**src/rtl/wb_byte_bridge.sv**
```systemverilog
// 32-bit Wishbone classic slave to 8-bit Wishbone classic master bridge, big-endian lanes.
// Define WB_BYTE_BRIDGE_TIMEOUT_EN to abort downstream transactions after TIMEOUT cycles.
module wb_byte_bridge #(
   parameter int DEBUG   = 0,
   parameter int TIMEOUT = 1024
) (
   input  logic        wb_clk_i,
   input  logic        wb_rst_i,
   input  logic [31:0] wbs_adr_i,
   input  logic [31:0] wbs_dat_i,
   input  logic [3:0]  wbs_sel_i,
   input  logic        wbs_we_i,
   input  logic        wbs_cyc_i,
   input  logic        wbs_stb_i,
   input  logic [2:0]  wbs_cti_i,
   input  logic [1:0]  wbs_bte_i,
   output logic [31:0] wbs_dat_o,
   output logic        wbs_ack_o,
   output logic        wbs_err_o,
   output logic        wbs_rty_o,
   output logic [31:0] wbm_adr_o,
   output logic [7:0]  wbm_dat_o,
   output logic        wbm_we_o,
   output logic        wbm_cyc_o,
   output logic        wbm_stb_o,
   output logic [2:0]  wbm_cti_o,
   output logic [1:0]  wbm_bte_o,
   input  logic [7:0]  wbm_dat_i,
   input  logic        wbm_ack_i,
   input  logic        wbm_err_i,
   input  logic        wbm_rty_i
);

   typedef enum logic [2:0] {
      S_IDLE, S_ISSUE, S_GAP, S_DONE, S_FAIL_ERR, S_FAIL_RTY
   } state_t;

   state_t      state_q, state_d;
   logic [29:0] adr_q, adr_d;
   logic [31:0] dat_q, dat_d;
   logic        we_q, we_d;
   logic [3:0]  lanes_q, lanes_d;
   logic [1:0]  off_q, off_d;
   logic [31:0] rbuf_q, rbuf_d;

   logic [31:0] wbs_dat_q, wbs_dat_d;
   logic        wbs_ack_q, wbs_ack_d;
   logic        wbs_err_q, wbs_err_d;
   logic        wbs_rty_q, wbs_rty_d;
   logic [31:0] wbm_adr_q, wbm_adr_d;
   logic [7:0]  wbm_dat_q, wbm_dat_d;
   logic        wbm_we_q, wbm_we_d;
   logic        wbm_cyc_q, wbm_cyc_d;

   logic        start;
   logic [29:0] src_adr;
   logic [31:0] src_dat;
   logic        src_we;
   logic [3:0]  src_lanes;
   logic [1:0]  lane_sh;

`ifdef WB_BYTE_BRIDGE_TIMEOUT_EN
   localparam int TW = (TIMEOUT > 1) ? $clog2(TIMEOUT) : 1;
   logic [TW-1:0] tmo_q, tmo_d;
`endif

   // Lowest byte offset first: sel[3] is offset 0.
   function automatic logic [1:0] first_off(input logic [3:0] l);
      if (l[3])      return 2'd0;
      else if (l[2]) return 2'd1;
      else if (l[1]) return 2'd2;
      else           return 2'd3;
   endfunction

   always_comb begin
      state_d   = state_q;
      adr_d     = adr_q;
      dat_d     = dat_q;
      we_d      = we_q;
      lanes_d   = lanes_q;
      off_d     = off_q;
      rbuf_d    = rbuf_q;
      wbs_dat_d = '0;
      wbs_ack_d = 1'b0;
      wbs_err_d = 1'b0;
      wbs_rty_d = 1'b0;
      wbm_adr_d = wbm_adr_q;
      wbm_dat_d = wbm_dat_q;
      wbm_we_d  = wbm_we_q;
      wbm_cyc_d = 1'b0;
      start     = 1'b0;
      src_adr   = adr_q;
      src_dat   = dat_q;
      src_we    = we_q;
      src_lanes = lanes_q;
      lane_sh   = ~off_q;
`ifdef WB_BYTE_BRIDGE_TIMEOUT_EN
      tmo_d     = tmo_q;
`endif
      case (state_q)
         S_IDLE: begin
            if (wbs_cyc_i && wbs_stb_i) begin
               adr_d   = wbs_adr_i[31:2];
               dat_d   = wbs_dat_i;
               we_d    = wbs_we_i;
               lanes_d = wbs_sel_i;
               rbuf_d  = '0;
               if (wbs_sel_i == 4'b0000) begin
                  state_d   = S_DONE;
                  wbs_ack_d = 1'b1;
               end else begin
                  start     = 1'b1;
                  src_adr   = wbs_adr_i[31:2];
                  src_dat   = wbs_dat_i;
                  src_we    = wbs_we_i;
                  src_lanes = wbs_sel_i;
               end
            end
         end
         S_ISSUE: begin
            if (!wbs_cyc_i) begin
               state_d = S_IDLE;
            end else if (wbm_err_i) begin
               state_d   = S_FAIL_ERR;
               wbs_err_d = 1'b1;
            end else if (wbm_rty_i) begin
               state_d   = S_FAIL_RTY;
               wbs_rty_d = 1'b1;
            end else if (wbm_ack_i) begin
               rbuf_d[{lane_sh, 3'b000} +: 8] = wbm_dat_i;
               lanes_d[lane_sh] = 1'b0;
               if (lanes_d == 4'b0000) begin
                  state_d   = S_DONE;
                  wbs_ack_d = 1'b1;
                  wbs_dat_d = rbuf_d;
               end else begin
                  state_d = S_GAP;
               end
            end else begin
`ifdef WB_BYTE_BRIDGE_TIMEOUT_EN
               if (tmo_q == TW'(TIMEOUT - 1)) begin
                  state_d   = S_FAIL_ERR;
                  wbs_err_d = 1'b1;
               end else begin
                  tmo_d     = tmo_q + 1'b1;
                  wbm_cyc_d = 1'b1;
               end
`else
               wbm_cyc_d = 1'b1;
`endif
            end
         end
         S_GAP: begin
            if (!wbs_cyc_i) state_d = S_IDLE;
            else            start   = 1'b1;
         end
         default: state_d = S_IDLE;
      endcase

      if (start) begin
         state_d   = S_ISSUE;
         off_d     = first_off(src_lanes);
         wbm_cyc_d = 1'b1;
         wbm_adr_d = {src_adr, off_d};
         wbm_dat_d = src_dat[{~off_d, 3'b000} +: 8];
         wbm_we_d  = src_we;
`ifdef WB_BYTE_BRIDGE_TIMEOUT_EN
         tmo_d     = '0;
`endif
      end
   end

   always_ff @(posedge wb_clk_i) begin
      if (wb_rst_i) begin
         state_q   <= S_IDLE;
         adr_q     <= '0;
         dat_q     <= '0;
         we_q      <= 1'b0;
         lanes_q   <= '0;
         off_q     <= '0;
         rbuf_q    <= '0;
         wbs_dat_q <= '0;
         wbs_ack_q <= 1'b0;
         wbs_err_q <= 1'b0;
         wbs_rty_q <= 1'b0;
         wbm_adr_q <= '0;
         wbm_dat_q <= '0;
         wbm_we_q  <= 1'b0;
         wbm_cyc_q <= 1'b0;
`ifdef WB_BYTE_BRIDGE_TIMEOUT_EN
         tmo_q     <= '0;
`endif
      end else begin
         state_q   <= state_d;
         adr_q     <= adr_d;
         dat_q     <= dat_d;
         we_q      <= we_d;
         lanes_q   <= lanes_d;
         off_q     <= off_d;
         rbuf_q    <= rbuf_d;
         wbs_dat_q <= wbs_dat_d;
         wbs_ack_q <= wbs_ack_d;
         wbs_err_q <= wbs_err_d;
         wbs_rty_q <= wbs_rty_d;
         wbm_adr_q <= wbm_adr_d;
         wbm_dat_q <= wbm_dat_d;
         wbm_we_q  <= wbm_we_d;
         wbm_cyc_q <= wbm_cyc_d;
`ifdef WB_BYTE_BRIDGE_TIMEOUT_EN
         tmo_q     <= tmo_d;
`endif
      end
   end

   assign wbs_dat_o = wbs_dat_q;
   assign wbs_ack_o = wbs_ack_q;
   assign wbs_err_o = wbs_err_q;
   assign wbs_rty_o = wbs_rty_q;
   assign wbm_adr_o = wbm_adr_q;
   assign wbm_dat_o = wbm_dat_q;
   assign wbm_we_o  = wbm_we_q;
   assign wbm_cyc_o = wbm_cyc_q;
   assign wbm_stb_o = wbm_cyc_q;
   assign wbm_cti_o = 3'b000;
   assign wbm_bte_o = 2'b00;

   // Burst hints, address byte bits and DEBUG never reach the datapath.
   logic unused_ok;
   assign unused_ok = (^{wbs_cti_i, wbs_bte_i, wbs_adr_i[1:0]}) ^ (DEBUG != 0) ^ (TIMEOUT != 0);

endmodule

```
**config.mk**
```make
export PLATFORM = sky130hd
export DESIGN_NAME = wb_byte_bridge
export DESIGN_NICKNAME = d
export VERILOG_FILES = /design/src/rtl/wb_byte_bridge.sv
export SDC_FILE = /design/constraint.sdc
export NUM_CORES = 1
export LEC_CHECK = 0
export BUFFER_PORTS_ARGS = -buffer_cell sky130_fd_sc_hd__buf_2
export CAP_MARGIN = 20
export CORE_UTILIZATION = 54
export CTS_CLUSTER_SIZE = 28
export DETAILED_ROUTE_END_ITERATION = 7
export PLACE_DENSITY = 0.81
export SKIP_LAST_GASP = 1
export SYNTH_ARGS = -nofsm -noshare
export SYNTH_HDL_FRONTEND = slang
export SYNTH_SLANG_ARGS = --single-unit
```
**constraint.sdc**
```tcl
create_clock -name wb_clk_i -period 3.1 [get_ports wb_clk_i]
set_clock_uncertainty 0.05 [all_clocks]
set_input_delay 0.31 -clock wb_clk_i [delete_from_list [all_inputs] [get_ports wb_clk_i]]
set_output_delay 0.31 -clock wb_clk_i [all_outputs]
set_load 0.01 [all_outputs]
```
==> results.md <==
- Outcome: finished clean
- Synthesis warning total: 0
- Slew @ Worst Pin: 0.8171 ns
- Met3 wire length: ~1.4 mm
- Total grt overflow: 0
- Met2 Wirelength: 9.190 mm
- Die Width: approximately 120 µm
- P_sw: about 1.3 mW
- Reg clk slew, reported paths: roughly 0.07 ns
- Met1 WL: approximately 8.1 mm
- Insertion delay to the later sink of the worst-skew pair: ~0.43 ns
- Yosys top cell by area: dfxtp_1
- Startpoint Class: register
- Die height: about 120 µm
- Placed Area: roughly 8200 µm²
- Die area: 14110 µm²
- CTS tree: done
- Layout Utilization: 0.6629
- I/O Buffers: ~160
- Crit. End Element: register
- Initial core utilization: 0.5538
- Max_cap viols: 0
- Net Sw Frac: 0.2566
- DR top layer: met4
- Synth-to-Final Area Change: 19.69%
- Post-synth EDFFs: 0
- Root Buffer: clkbuf_16
- Clock sinks: approximately 180
- Final worst slack: 0.7112 ns
- Max clock buf depth: 2
- Mapped Area: around 7400 µm²
- Clock share of power: 0.411
- Final Hold Vio Count: 0
- Post-layout min period: 2.389 ns
- Vias: roughly 7000
- Peak VDD IR: ~600 µV
- Tcrit/Tclk final: 0.7706
- Post-DP HPWL: 12.63 mm
- Antenna viol nets, final: 0
- Top cells by area, synth: dfxtp_1, nand2_1, a21oi_1, nor2_1, a22oi_1
- WS Path Type: reg -> reg
- Hold depth: 2
- Sequential share of power: 0.472
- R2R depth: 7
- Routed WL: between 15 and 20 mm
- Total power: 5.166 mW
- Vias in the first global route: approximately 6300
- RSZ-0062 raised after global routing: false
- Fmax: 0.4186 GHz
- Cell area after layout: roughly 9000 µm²
- Register area share after synthesis: 0.4867
- Via density: 5.719
- Register-to-Register Setup Slack: just over 0.7 ns
- Worst Path Required: ~3.4 ns
- Final setup TNS: 0 ns
- Mean post-synth cell area: 8.083 µm²
- Initial antenna violation count: 1
- Initial DRT Pass Iterations: 5
- Initial drt markers: 651
- Async S/R FF share, synth: 0
- Worst Hold Margin: 0.07596 ns
- Pwr Density: ~590 nW/µm²
- Dpl cells: between 1000 and 1500
- Layout cells sized above 1: 0.2133
- Worst EP arrival: roughly 2.7 ns
- Most common cell after layout, fill and taps aside: nand2_1
- Post-CTS Setup Repair Bufs: 0
- Post-cts resize count: 0
- Io pins: between 150 and 200
- Mapped Cells: between 900 and 1000
- Layout Cells excl Fill: 1227
- Gate power share: 0.117
- Most frequently used flop master after synthesis: dfxtp_1
- Nets: ~1100
- First-pass GRT wire length: just over 30 mm
- Dpl ws: roughly 0.65 ns
- Worst-path maximum fanout: 9
- Final setup viols: 0
- Largest net degree at the start of global routing: 55
- WL/cell: about 16 µm
- Hold Buf Count CTS: 0
- Internal: between 3 and 4 mW
- Leak: about 3.6 nW
- Final slew viol count: 0
- Yosys cell types: 50
- Clock buffer count from CTS: 17
- GPL Wtd Cong: approximately 0.86
- Most frequent cells in the layout: nand2_1, dfxtp_1, buf_2
- Core area: 13300 µm²
- Synth top area share: 0.4867
- H-tree levels: 4
- Synth Register Bits: between 150 and 200
- GRT Overall Usage: 0.2760
- Slew HR: 0.4532
- Placement Rows: 42
- Hold crit path type: in -> reg
- Detailed-route DRC error count: 0
## cells in the mapped netlist (all sizes together) (8+ instances only)
library cell and number:
o21ai 12, a22oi 45, nor2 114, nor3 16, inv 11, a311oi 19
clkbuf 46, ha 8, o22ai 19, buf 31, a21oi 122, nand2 188
nor2b 37, dfxtp 179
## final timing paths
path             start    endpoint
min          wbm_err_i   wbs_rty_o
max           off_q[0]  rbuf_q[24]
min reg2reg   adr_q[5]    adr_q[5]
max reg2reg   off_q[0]  rbuf_q[24]
## kinds of logic after synthesis
family	Yosys count	share of synthesized area
mux	5	0.006797
simple gates	380	0.2238
flops	179	0.4867
fa+ha+maj	8	0.01359
buf+inv	88	0.05217
compound gates	250	0.2165
other cells	1	0.0005093
## routing by layer
layer / up-vias / global-route usage
li1: 3389 / -
met2: 315 / 0.4444
met3: 32 / 0.06853
met4: 0 / 0.09573
met1: 3281 / 0.3593
met5: - / 0
## power by group through the flow
stage | clock, mW | sequential (mW) | combinational (mW)
floorplan | 0 | 2.50 | 0.366
global placement | 0 | 2.48 | 0.586
detailed placement | 0 | 2.49 | 0.595
CTS | 2.15 | 2.44 | 0.601
global route | 2.25 | 2.45 | 0.663
finish | 2.12 | 2.44 | 0.607
## registers in the layout, indices dropped and copies added (netlist names), 3 cells and up
signal and cells:
wbm_dat_o 8, wbs_dat_o 32, dat_q 32, state_q 3, rbuf_q 32, wbm_adr_o 31, lanes_q 4, adr_q 30
## critical path, stage by stage (launching register included)
cell and delay, ns:
dfxtp_1 0.52, inv_1 0.20, ha_1 0.40, nor4b_2 0.22
buf_4 0.20, nor2b_1 0.47, a22oi_1 0.13, nor2_1 0.13
## layout make-up
class                           count  area, µm²
Inverter                           11      41.29
Antenna cell                        1      2.502
Clock inverter                     12      127.6
Timing Repair Buffer              180      955.9
Clock buffer                       20      456.7
Multi-Input combinational cell    648       3426
Sequential cell                   179       3583
Tap cell                          176      220.2
Fill cell                        1122       4482
Note: power is estimated with default switching activity, not from simulation.
